$ cat config.mk
export PLATFORM = sky130hd
export DESIGN_NAME = tapsum_mac_serial
export DESIGN_NICKNAME = d
export VERILOG_FILES = /design/src/rtl/tapsum_mac_serial.sv
export SDC_FILE = /design/constraint.sdc
export NUM_CORES = 1
export LEC_CHECK = 0
export CORE_MARGIN = 8
export CORE_UTILIZATION = 35
export CTS_CLUSTER_SIZE = 10
export DETAILED_ROUTE_END_ITERATION = 7
export GPL_ROUTABILITY_DRIVEN = 0
export PLACE_DENSITY = 0.6
export SYNTH_ARGS = -nofsm -noshare
export SYNTH_HDL_FRONTEND = slang
export SYNTH_SLANG_ARGS = --single-unit
export TNS_END_PERCENT = 50
$ cat constraint.sdc
create_clock -name clk -period 8.15 [get_ports clk]
set_input_delay 1.2225 -clock clk [delete_from_list [all_inputs] [get_ports clk]]
set_output_delay 1.2225 -clock clk [all_outputs]
set_load 0.02 [all_outputs]
$ cat src/rtl/tapsum_mac_serial.sv
// Serial MAC stage for the symmetric 15-tap FIR.
// It captures the eight folded tap sums on a sample strobe and accumulates
// sum(tap*coef) on one multiplier over eight cycles. The sum is then rounded
// half up, shifted, and saturated into filter_out.
module tapsum_mac_serial #(
  parameter int COEF_W = 10,
  parameter int ACC_W  = 22,
  parameter int SHIFT  = 6,
  parameter int OUT_W  = 16,
  parameter logic signed [COEF_W-1:0] COEF0 = COEF_W'(-3),
  parameter logic signed [COEF_W-1:0] COEF1 = COEF_W'(-8),
  parameter logic signed [COEF_W-1:0] COEF2 = COEF_W'(12),
  parameter logic signed [COEF_W-1:0] COEF3 = COEF_W'(41),
  parameter logic signed [COEF_W-1:0] COEF4 = COEF_W'(89),
  parameter logic signed [COEF_W-1:0] COEF5 = COEF_W'(141),
  parameter logic signed [COEF_W-1:0] COEF6 = COEF_W'(180),
  parameter logic signed [COEF_W-1:0] COEF7 = COEF_W'(190)
) (
  input  logic             clk,
  input  logic             reset,
  input  logic             clk_enable,
  input  logic [8:0]       tapsum_mcand,
  input  logic [8:0]       tapsum_mcand_1,
  input  logic [8:0]       tapsum_mcand_2,
  input  logic [8:0]       tapsum_mcand_3,
  input  logic [8:0]       tapsum_mcand_4,
  input  logic [8:0]       tapsum_mcand_5,
  input  logic [8:0]       tapsum_mcand_6,
  input  logic [7:0]       tapsum_mcand_7,
  input  logic             ovr_clr,
  output logic [OUT_W-1:0] filter_out,
  output logic             out_valid,
  output logic             busy,
  output logic             overrun
);

  typedef enum logic [1:0] {IDLE, MAC, DONE} state_t;

  // Rounding constant (half an output LSB) and the output saturation limits.
  localparam logic signed [ACC_W-1:0] RND  = ACC_W'((64'sd1 <<< SHIFT) >>> 1);
  localparam logic signed [ACC_W-1:0] MAXV = ACC_W'((64'sd1 <<< (OUT_W-1)) - 64'sd1);
  localparam logic signed [ACC_W-1:0] MINV = ~MAXV;

  state_t                  state, state_nxt;
  logic [7:0][8:0]         cap;
  logic [2:0]              idx;
  logic signed [ACC_W-1:0] acc;
  logic [8:0]              cap_sel;
  logic [COEF_W-1:0]       coef_sel;
  logic [ACC_W-1:0]        prod;
  logic signed [ACC_W-1:0] rnd_sum, shifted;
  logic [OUT_W-1:0]        sat;

  // State register.
  always_ff @(posedge clk or posedge reset) begin
    if (reset) state <= IDLE;
    else       state <= state_nxt;
  end

  // Next-state logic. MAC runs for idx = 0..7, which is exactly eight edges.
  always_comb begin
    state_nxt = state;
    unique case (state)
      IDLE:    if (clk_enable) state_nxt = MAC;
      MAC:     if (idx == 3'd7) state_nxt = DONE;
      DONE:    state_nxt = IDLE;
      default: state_nxt = IDLE;
    endcase
  end

  // Moore output: busy is a decode of the state register, so it is glitch-free.
  always_comb begin
    busy = (state != IDLE);
  end

  // Select the coefficient and captured tap sum for the current MAC step.
  always_comb begin
    cap_sel = cap[idx];
    unique case (idx)
      3'd0:    coef_sel = COEF0;
      3'd1:    coef_sel = COEF1;
      3'd2:    coef_sel = COEF2;
      3'd3:    coef_sel = COEF3;
      3'd4:    coef_sel = COEF4;
      3'd5:    coef_sel = COEF5;
      3'd6:    coef_sel = COEF6;
      default: coef_sel = COEF7;
    endcase
  end

  // Sign-extend both operands to ACC_W. The low ACC_W bits of the unsigned
  // product then equal the signed product, because ACC_W holds it exactly.
  always_comb begin
    prod = {{(ACC_W-9){cap_sel[8]}}, cap_sel} *
           {{(ACC_W-COEF_W){coef_sel[COEF_W-1]}}, coef_sel};
  end

  // Round half up, arithmetic shift, then clamp to the signed OUT_W range.
  always_comb begin
    rnd_sum = acc + RND;
    shifted = rnd_sum >>> SHIFT;
    if (shifted > MAXV)      sat = MAXV[OUT_W-1:0];
    else if (shifted < MINV) sat = MINV[OUT_W-1:0];
    else                     sat = shifted[OUT_W-1:0];
  end

  // Datapath: capture on strobe, accumulate in MAC, publish in DONE.
  always_ff @(posedge clk or posedge reset) begin
    if (reset) begin
      cap        <= '0;
      acc        <= '0;
      idx        <= '0;
      filter_out <= '0;
      out_valid  <= 1'b0;
    end else begin
      out_valid <= (state == DONE);
      unique case (state)
        IDLE: if (clk_enable) begin
          cap <= {{tapsum_mcand_7[7], tapsum_mcand_7}, tapsum_mcand_6, tapsum_mcand_5,
                  tapsum_mcand_4, tapsum_mcand_3, tapsum_mcand_2, tapsum_mcand_1,
                  tapsum_mcand};
          acc <= '0;
          idx <= '0;
        end
        MAC: begin
          acc <= acc + $signed(prod);
          idx <= idx + 3'd1;
        end
        DONE:    filter_out <= sat;
        default: ;
      endcase
    end
  end

  // Sticky overrun flag. A strobe dropped while busy wins over a clear on the same edge.
  always_ff @(posedge clk or posedge reset) begin
    if (reset)                             overrun <= 1'b0;
    else if (clk_enable && state != IDLE)  overrun <= 1'b1;
    else if (ovr_clr)                      overrun <= 1'b0;
  end

endmodule

## Word level (Yosys, flattened, before mapping)

Index checks and enable logic that the tools add are counted.

| word-level totals | value |
|---|---|
| bits in registers | 116 |
| bits in latches | 0 |
| memory bits (writable) | 0 |
| bits in read-only memories | 0 |
| input port bits | 75 |
| word-level logic and storage cells | 55 |
| memories kept | 0 |

| operators by class | value |
|---|---|
| add/subtract/negate cells | 3 |
| multipliers | 1 |
| divide/modulo/power cells | 0 |
| order comparisons | 3 |
| equal/unequal tests | 11 |
| shift operators | 0 |
| multiplexer cells | 14 |
| bitwise operators | 0 |
| reduce and logical (&&, ||, !) cells | 9 |

Operators with widths:

| kind | number |
|---|---|
| $pmux W10 S7 | 1 |
| $pmux W22 S2 | 1 |
| $mux W16 | 2 |
| $bmux W9 S3 | 1 |
| $add A22 B19 Y22 | 1 |
| $add A22 B7 Y22 const B | 1 |
| $mux W22 | 1 |
| $mul A9 B10 Y19 | 1 |
| $gt A16 B16 Y1 const B | 1 |
| $lt A16 B16 Y1 const B | 1 |
| $eq A3 B3 Y1 const B | 4 |
| $mux W9 | 1 |
| $eq A3 B2 Y1 const B | 2 |
| $pmux W3 S2 | 1 |
| $reduce_and A2 Y1 | 3 |
| $reduce_bool A2 Y1 | 3 |
| $lt A3 B4 Y1 const B | 1 |
| $mux W2 | 2 |
| $ne A2 B2 Y1 const B | 2 |
| $pmux W2 S2 | 1 |
| $add A3 B1 Y3 const B | 1 |
| $eq A3 B1 Y1 const B | 1 |
| $logic_not A3 Y1 | 1 |
| $mux W3 | 1 |
| other kinds (5) | 6 |

## Depth between registers and ports, before layout

Gate-level depths: netlist of run 1.

| depth | value |
|---|---|
| word-level depth | 5 |
| gate-level depth with buffers | 27 |
| gate-level depth less buffers | 25 |

## Least setup slack after synthesis of run 1

OpenSTA, ideal clock, no wires.

| path | value |
|---|---|
| path type | register -> register |
| start point | reg idx[1] |
| end point | reg acc[18] |
| library setup time | 126 ps |
| data arrival time | 6,354 ps |
| data required time | 8,024 ps |
| path slack | 1,670 ps |
| stages on the path, launching flop included | 25 |
| path buffers | 2 |
| period minus slack after synthesis | 6,480 ps |
| path through | dfrtp_1 -> buf_2 -> buf_2 -> inv_1 -> ha_1 -> nor3_1 -> a21oi_1 -> nor3_2 -> a21o_1 -> a211o_1 -> nor2b_1 -> fa_1 -> fa_1 -> fa_1 -> fa_1 -> inv_1 -> fa_1 -> inv_1 -> ha_1 -> a21o_1 -> a311oi_1 -> nor2_1 -> a211oi_2 -> mux2i_1 -> nand2_1 |

| on the way | value |
|---|---|
| cells in the longest elaborated chain, start to end | 5 |
| elaborated cells on any way between the ends | 13 |
| classes of those cells | 1 x add/sub; 1 x mul; 6 x eq/ne; 4 x mux; 1 x reduce/logical |

Ends and longest elaborated chain:

| item | RTL line | source |
|---|---|---|
| start: declaration | 46 | `logic [2:0] idx;` |
| start signal: assignment | 127 | `idx <= idx + 3'd1;` |
| $eq A3 B3 Y1 (tied with other cells) | 79 | `unique case (idx)` |
| $pmux W10 S7 or $mux W9 (tied branches) | 79, 78 |  |
| $mul A9 B10 Y19 (*) | 94 | `prod = {{(ACC_W-9){cap_sel[8]}}, cap_sel} *` |
| $add A22 B19 Y22 (*) | 126 | `acc <= acc + $signed(prod);` |
| $pmux W22 S2 (*) | 117 | `unique case (state)` |
| end signal: assignment | 126 |  |
| end: declaration | 47 | `logic signed [ACC_W-1:0] acc;` |

Every way passes the cells marked *; elsewhere a longest branch is shown, timed or not. The select of a mux whose other input is x is not followed.
A chain may end at the register's enable or synchronous reset.

## Final worst setup path of run 1

| path | value |
|---|---|
| start point | reg idx[0] |
| end point | reg acc[18] |

Same word-level chain as after synthesis.

==> results of run 1 <==
[stage by stage]
step	worst slack (ns)	utilization, %	instances	hold slack, ns	instance area [um2]
after detailed placement	1.30	39.7	1489	0.459	10900
after CTS	1.26	41.8	1521	0.475	11500
final	1.25	41.8	1521	0.469	11500
after global routing	0.778	41.8	1521	0.491	11500
after global placement	1.43	39.7	1489	0.453	10900
after floorplan	1.67	-	1085	0.440	9670
[registers in the layout, summed over array words and instances, names as in the netlist]
| signal | cells |
|---|---|
| cap | 71 |
| acc | 22 |
| filter_out | 16 |
| idx | 3 |
| state | 2 |
| out_valid | 1 |
| overrun | 1 |
[cells by family (layout without fill, tap and decap cells)]
family / after synthesis / after routing / share of synthesized area (%)
simple gates: 442 / 442 / 18.8
buf+inv: 201 / 291 / 8.07
fa+ha+maj: 158 / 158 / 27.7
flops: 116 / 116 / 30.0
compound gates: 110 / 110 / 7.26
xor+xnor: 29 / 29 / 2.63
mux: 29 / 29 / 5.47
[layout make-up]
type | instances | share of cell area [%]
Clock buffer | 17 | 3.70
Clock inverter | 15 | 1.34
Inverter | 158 | 5.18
Multi-Input combinational cell | 768 | 52.1
Sequential cell | 116 | 25.3
Tap cell | 346 | 3.77
Timing Repair Buffer | 101 | 8.62
[path summary, 6_finish.rpt]
check / endpoint / slack (ns)
min reg2reg: cap[40] / 0.47
min: cap[40] / 0.47
min in group asynchronous: overrun / 1.17
max reg2reg: acc[18] / 1.25
max in group asynchronous: cap[41] / 5.58
max: acc[18] / 1.25
[cell usage after synthesis, drive strengths merged (5+ instances only)]
master    n
o21ai    42
nor3     12
nand2   324
and2      5
nand3    29
inv     158
xnor2    16
buf      12
nor2     39
clkbuf   31
fa       94
xor2     13
dfrtp   116
nand2b    8
and3      6
mux4     18
ha       64
a21o      8
o31ai     6
mux2i    10
a21oi    27
[per-layer routing]
layer	track usage (%)	up-vias	share of wire (%)	wire, um
met4	4.95	0	1.8	397
met2	21.3	202	45	10100
met5	0	-	0	0
met1	18.8	3477	48	10700
li1	-	3585	-	-
met3	2.94	30	4.9	1090
[critical path, stage by stage, from the launching register on]
cell and delay, ns:
dfrtp_1 0.33, buf_4 0.36, inv_1 0.14, ha_1 0.28, nor3_1 0.28, a21oi_1 0.12, nor3_2 0.18, a21o_1 0.15
a211o_1 0.32, nor2b_1 0.23, fa_1 0.47, fa_1 0.52, fa_1 0.52, fa_1 0.54, inv_1 0.05, fa_1 0.53
inv_1 0.04, ha_1 0.34, a21o_1 0.22, a311oi_1 0.31, nor2_1 0.11, a211oi_2 0.44, mux2i_1 0.23, nand2_1 0.07
==> impl_metrics.json, run 1 <==
{
  "status": "finished, final reports clean",
  "setup_violations": 0,
  "die_area_um2": 33200,
  "track_usage_pct": 13.8,
  "vias_per_cell": 4.80,
  "cp.arrival_ns": 7.21,
  "synth_top_area_share_pct": 30.0,
  "num-nets-final": 1395,
  "die_h_um": 182,
  "syn_avg_cell_area_um2": 8.91,
  "critPathMaxFanout": 24,
  "layout_min_cycle_time_ns": 6.90,
  "yosys_warnings": 0,
  "max_freq_ghz": 0.145,
  "multi_input_area_um2": 5990,
  "drv_slew": 0,
  "fin_skew_ns": 0.0175,
  "end_kind": "flip-flop",
  "drtIter0Drc": 449,
  "initial_core_util_pct": 35.2,
  "worstSetupPathType": "reg -> reg",
  "grt_pass1_wl_mm": 36.9,
  "insertedDiodeCount": 0,
  "syn_inst": 1085,
  "clkTransAtPathRegs_ns": 0.07,
  "wire_per_inst_um": 14.7,
  "seq_area_frac_synth_pct": 30.0,
  "coreArea_um2": 27500,
  "layout_commonest_cell": "nand2_1",
  "synthesis.nets": 1318,
  "crit_start": "idx[0]",
  "cts_root_buf": "clkbuf_16",
  "cp-start-kind": "flip-flop",
  "fill_cells": 2704,
  "drt_first_pass_iters": 6,
  "rsz0062_at_grt": "no",
  "hold_viol": 0,
  "synth.distinct_cells": 58,
  "htreeDepth": 4,
  "hold_path.class": "reg -> reg",
  "final-seq-area_um2": 2900,
  "r2r_start": "idx[0]",
  "layout_common_cells": "nand2_1 (323), inv_1 (157), dfrtp_1 (116), fa_1 (94), clkdlybuf4s50_1 (93)",
  "drc": 0,
  "die_x_um": 182,
  "ys_ff_latch": 116,
  "io_buffers": 93,
  "hold_depth": 2,
  "io-pin-count": 94,
  "wirelength_mm": 22.3,
  "ys_async_sr_fraction_pct": 100,
  "synth_edf_count": 0,
  "row_count": 61,
  "num_vias": 7294,
  "cts_tree": "built",
  "cts_setup_buffers": 0,
  "grt_pass1_vias": 7311,
  "holdBufCountCts": 0,
  "hp-start": "cap[40]",
  "netlist_area_um2": 9670,
  "drv_cap": 0,
  "antenna_found_initial": 0,
  "synth_ff_type": "dfrtp_1",
  "synthTopCellsByArea": "dfrtp_1 (30%), fa_1 (19%), nand2_1 (13%), ha_1 (8.3%), inv_1 (6.1%)",
  "cts_sinks": 116,
  "drive_gt1_share_pct": 6.47,
  "dp_hpwl_mm": 17.3,
  "relSlewSlack_pct": 34.4,
  "fin_setup_tns_ns": 0,
  "synth_top_cell_by_area": "dfrtp_1",
  "max_slew.worst_pin.slew_ns": 0.984,
  "period_share_pct": 84.7,
  "worstPathRequired_ns": 8.46,
  "grt_max_degree": 88,
  "clk_latency_ns": 0.44,
  "antenna_left": 0,
  "ff2ff_path_depth": 23,
  "grt_overflow": 0,
  "area_growth_pct": 18.9,
  "post_cts_resize_count": 0,
  "cts_made_buffers": 17,
  "clockBufferDepth": 2
}
Power of run 1 is left out: the tool's default activity adds up to more than one toggle a clock period on the data nets, which glitch-free logic cannot reach.
==> run 2, diff against run 1 <==
clock period = 7.1 ns   (was 8.15 ns; I/O delays follow)
==> run 2 against run 1 <==
  * Critical path depth rose by 1
  * Critical path type unchanged
  * Utilization grew 0.14 points
  * Critical endpoint is now acc[20]
  * Cell area rose by 0.33%
  * Global-route usage is 0.12 points higher
  * Sequential share of layout area decreased by 0.082 points
  * Setup slack worse by 0.86 ns
==> impl_metrics.json, run 2 (same netlist as run 1, synthesis figures left out) <==
{
  "row_count": 61,
  "r2r_start": "idx[1]",
  "worstPathRequired_ns": 7.46,
  "drt_first_pass_iters": 5,
  "r2r_setup_slack_ns": 0.38,
  "worstSetupPathType": "reg -> reg",
  "coreArea_um2": 27500,
  "num_vias": 7330,
  "clkTransAtPathRegs_ns": 0.06,
  "die_area_um2": 33200,
  "area_growth_pct": 19.3,
  "antenna_found_initial": 0,
  "layout_min_cycle_time_ns": 6.72,
  "drive_gt1_share_pct": 6.87,
  "top_register": "cap",
  "wirelength_mm": 22.6,
  "grt_pass1_vias": 7464,
  "crit_path_frequent_cell": "inv_1",
  "hold_path.class": "reg -> reg",
  "final_cells": 1525,
  "relSlewSlack_pct": 37.1,
  "max_freq_ghz": 0.149,
  "die_x_um": 182,
  "cts_sinks": 116,
  "cp.arrival_ns": 7.07,
  "fill_cells": 2770,
  "dp_hpwl_mm": 17.6,
  "die_h_um": 182,
  "hp-start": "cap[22]",
  "grt_overflow": 0,
  "drc": 0,
  "final_area_um2": 11500,
  "grt_max_degree": 78,
  "drtIter0Drc": 434,
  "critPathMaxFanout": 15,
  "cts_tree": "built",
  "placed_cells": 1493,
  "dpl-instance-area_um2": 10900,
  "clockBufferDepth": 2,
  "layout_commonest_cell": "nand2_1",
  "slowest_delay_ns": 0.56,
  "crit_start": "idx[1]",
  "cp-start-kind": "flip-flop",
  "insertedDiodeCount": 0,
  "end_kind": "flip-flop",
  "max_slew.worst_pin.slew_ns": 0.939,
  "status": "finished, final reports clean",
  "antenna_left": 0,
  "clk_latency_ns": 0.43,
  "htreeDepth": 4,
  "io_buffers": 93,
  "largest_reg_flops": 71,
  "cts_made_buffers": 17,
  "initial_core_util_pct": 35.2,
  "track_usage_pct": 13.9,
  "worstPathCellList": "inv_1 -> ha_1 -> nor3_1 -> a21oi_1 -> nor3_2 -> buf_4 -> or2_2 -> nand2_1 -> fa_1 -> inv_1 -> fa_1 -> inv_1 -> fa_1 -> inv_1 -> fa_1 -> inv_1 -> fa_1 -> inv_1 -> ha_1 -> o2111ai_1 -> a21boi_0 -> a211oi_2 -> a2111o_1 -> nand3_1",
  "hold_viol": 0,
  "drv_slew": 0,
  "crit_slowest_cell": "fa_1",
  "vias_per_cell": 4.81,
  "num-nets-final": 1399,
  "holdBufCountCts": 0,
  "drv_cap": 0,
  "io-pin-count": 94,
  "period_share_pct": 94.6,
  "fin_skew_ns": 0.0153,
  "top_regs": "cap x71, acc x22, filter_out x16",
  "setup_violations": 0,
  "cts_root_buf": "clkbuf_16",
  "layout_common_cells": "nand2_1 (323), inv_1 (157), dfrtp_1 (116), fa_1 (94), clkdlybuf4s50_1 (93)",
  "fin_setup_tns_ns": 0,
  "rsz0062_at_grt": "no",
  "grt_pass1_wl_mm": 37.4,
  "wire_per_inst_um": 14.8
}
[run 2: changes by cell type in the layout (fill, tap and decap cells not counted)]
cell / change
buf_4: +4
clkinv_8: +1
inv_8: -1
nor2_1: -1
nor2_2: +1
[run 2: final timing paths]
path / cells past startpoint / to
worst min register to register: 2 / cap[22]
max in group asynchronous: 3 / cap[0]
worst max register to register: 24 / acc[20]
worst max-delay path: 24 / acc[20]
worst min-delay path: 2 / cap[22]
min in group asynchronous: 2 / overrun
[run 2: critical path, delay by kind of cell, from the launching register on]
kind	cells	cell delay, ns
fa+ha+maj	7	3.20
compound gates	5	1.42
simple gates	5	0.83
buf+inv	7	0.65
flops	1	0.54
[run 2: cell type report]
type / instances / area [um2] / area share (%)
clock buffer: 17 / 425 / 3.69
clock inverter: 15 / 159 / 1.38
inverter: 158 / 596 / 5.16
multi-input combinational: 768 / 6000 / 52.0
sequential: 116 / 2900 / 25.2
tap: 346 / 433 / 3.75
timing repair buffer: 105 / 1020 / 8.85
[run 2: metal layers]
metal / track usage, % / part of all wire [%]
met3: 2.76 / 5.6
met5: 0 / 0
met2: 22.4 / 46
met4: 4.53 / 1.7
met1: 18.5 / 46
[run 2: per-stage QoR]
step	worst slack, ns	utilization [%]	hold slack [ns]
5_1_grt	0.00379	42.0	0.492
3_5_place_dp	0.346	39.8	0.457
3_3_place_gp	0.448	39.8	0.453
4_1_cts	0.342	42.0	0.473
2_1_floorplan	0.620	-	0.440
6_report	0.384	42.0	0.466
[run 2: repair_timing]
action | 4_1_cts | 5_1_grt
gates resized for setup | 0 | 1
setup endpoints to repair | 0 | 1
buffers inserted | 0 | 0
Power of run 2 is left out for the same reason.
==> run 3, diff against run 2 <==
clock period = 6.4 ns   (was 7.1 ns; I/O delays follow)
==> run 3 against run 2 <==
  * Sequential cell count unchanged
  * Sequential share of layout area decreased by 0.44 points
  * Hold slack improved by 0.0034 ns
  * Cell count increased by 0.92%
  * Clock skew increased by 0.0059 ns
  * Fmax increased by 8.8%
  * Utilization increased by 0.78 points
  * Non-clock buffer count increased by 14
  * First-iteration DRC count increased by 15%
  * Setup slack got worse by 0.16 ns
  * Register-to-register slack got worse by 0.16 ns
==> impl_metrics.json, run 3 (same netlist as run 1, synthesis figures left out) <==
{
  "slowest_delay_ns": 0.54,
  "cts_tree": "built",
  "cts_sinks": 116,
  "largest_reg_flops": 71,
  "antenna_left": 0,
  "relSlewSlack_pct": 33.8,
  "hold_path.class": "reg -> reg",
  "layout_commonest_cell": "nand2_1",
  "max_freq_ghz": 0.162,
  "crit_slowest_cell": "fa_1",
  "num_vias": 7372,
  "top_register": "cap",
  "grt_max_degree": 88,
  "drt_first_pass_iters": 5,
  "row_count": 61,
  "drtIter0Drc": 499,
  "cts_made_buffers": 17,
  "worstPathRequired_ns": 6.72,
  "io_buffers": 93,
  "layout_min_cycle_time_ns": 6.17,
  "clkTransAtPathRegs_ns": 0.07,
  "grt_overflow": 0,
  "die_x_um": 182,
  "drive_gt1_share_pct": 9.14,
  "wire_per_inst_um": 14.8,
  "holdBufCountCts": 0,
  "rsz0062_at_grt": "yes",
  "cts_root_buf": "clkbuf_16",
  "grt_pass1_wl_mm": 37.6,
  "hold_ws_ns": 0.470,
  "path_buf_inv": 5,
  "insertedDiodeCount": 0,
  "wirelength_mm": 22.8,
  "area_growth_pct": 21.5,
  "fin_skew_ns": 0.0212,
  "clk_latency_ns": 0.44,
  "worstPathCellList": "inv_1 -> ha_1 -> inv_1 -> a21oi_2 -> nor3_2 -> a21o_1 -> a211o_1 -> nor2b_1 -> fa_1 -> fa_1 -> fa_1 -> fa_1 -> inv_1 -> fa_1 -> inv_1 -> ha_1 -> a21o_1 -> a311oi_1 -> nor2_1 -> a211oi_2 -> buf_4 -> mux2i_1 -> nand2_1",
  "max_slew.worst_pin.slew_ns": 0.989,
  "htreeDepth": 4,
  "io-pin-count": 94,
  "setup_violations": 0,
  "crit_path_frequent_cell": "fa_1",
  "antenna_found_initial": 0,
  "period_share_pct": 96.4,
  "placed_cells": 1506,
  "num-nets-final": 1413,
  "dp_slack_ns": -0.121,
  "top_regs": "cap x71, acc x22, filter_out x16",
  "cp.arrival_ns": 6.49,
  "layout_common_cells": "nand2_1 (323), inv_1 (156), dfrtp_1 (114), clkdlybuf4s50_1 (93), fa_1 (92)",
  "initial_core_util_pct": 35.2,
  "drv_cap": 0,
  "drc": 0,
  "drv_slew": 0,
  "coreArea_um2": 27500,
  "status": "finished, final reports clean",
  "track_usage_pct": 14.0,
  "hold_viol": 0,
  "clockBufferDepth": 2,
  "grt_pass1_vias": 7552,
  "cp-start-kind": "flip-flop",
  "critPathMaxFanout": 6,
  "dp_hpwl_mm": 17.4,
  "worst_slack_ns": 0.229,
  "die_area_um2": 33200,
  "worstSetupPathType": "reg -> reg",
  "cpLargestDelayFamily": "adder cells",
  "final_cells": 1539,
  "die_h_um": 182,
  "end_kind": "flip-flop",
  "vias_per_cell": 4.79
}
==> run 3: stage by stage <==
stage / util (%) / instance area, um2 / TNS (ns)
floorplan: - / 9680 / 0
CTS: 42.5 / 11700 / 0
detailed placement: 40.3 / 11100 / -0.167
global placement: 40.3 / 11100 / 0
global route: 42.8 / 11700 / -0.131
finish: 42.8 / 11700 / 0
==> run 3: what timing repair did <==
action | in CTS | in global routing
setup endpoints to repair | 4 | 9
pin swaps | 0 | 3
setup buffers | 0 | 1
resized for setup | 2 | 18
==> run 3: worst min-delay path, delay by kind of cell, from the launching register on <==
family | cells | cell delay (ns)
DFF | 1 | 0.34
and+or+nand+nor | 2 | 0.11
==> run 3: final cells by class <==
type | count | area, um2
inverters | 158 | 596
flip-flops and latches | 116 | 2910
repair buffers | 119 | 1140
multi-input cells | 768 | 6060
well taps | 346 | 433
clock buffers | 17 | 425
clock inverters | 15 | 184
fillers | 2772 | 15700
==> run 3: worst paths after layout <==
path,depth (start not counted),slack (ns),startpoint,to
max,23,0.23,idx[1],acc[18]
min,2,0.47,cap[21],cap[21]
max reg2reg,23,0.23,idx[1],acc[18]
min reg2reg,2,0.47,cap[21],cap[21]
max in group asynchronous,3,4.16,reset,cap[2]
min in group asynchronous,2,1.07,reset,overrun
==> run 3: per-layer routing <==
| layer | vias up | global-route usage (%) | wire length, um |
|---|---|---|---|
| met2 | 202 | 22.4 | 10600 |
| met1 | 3530 | 18.7 | 10800 |
| met3 | 25 | 2.86 | 1010 |
| met4 | 0 | 4.59 | 414 |
| met5 | - | 0 | 0 |
| li1 | 3615 | - | - |
Power of run 3 is left out for the same reason.
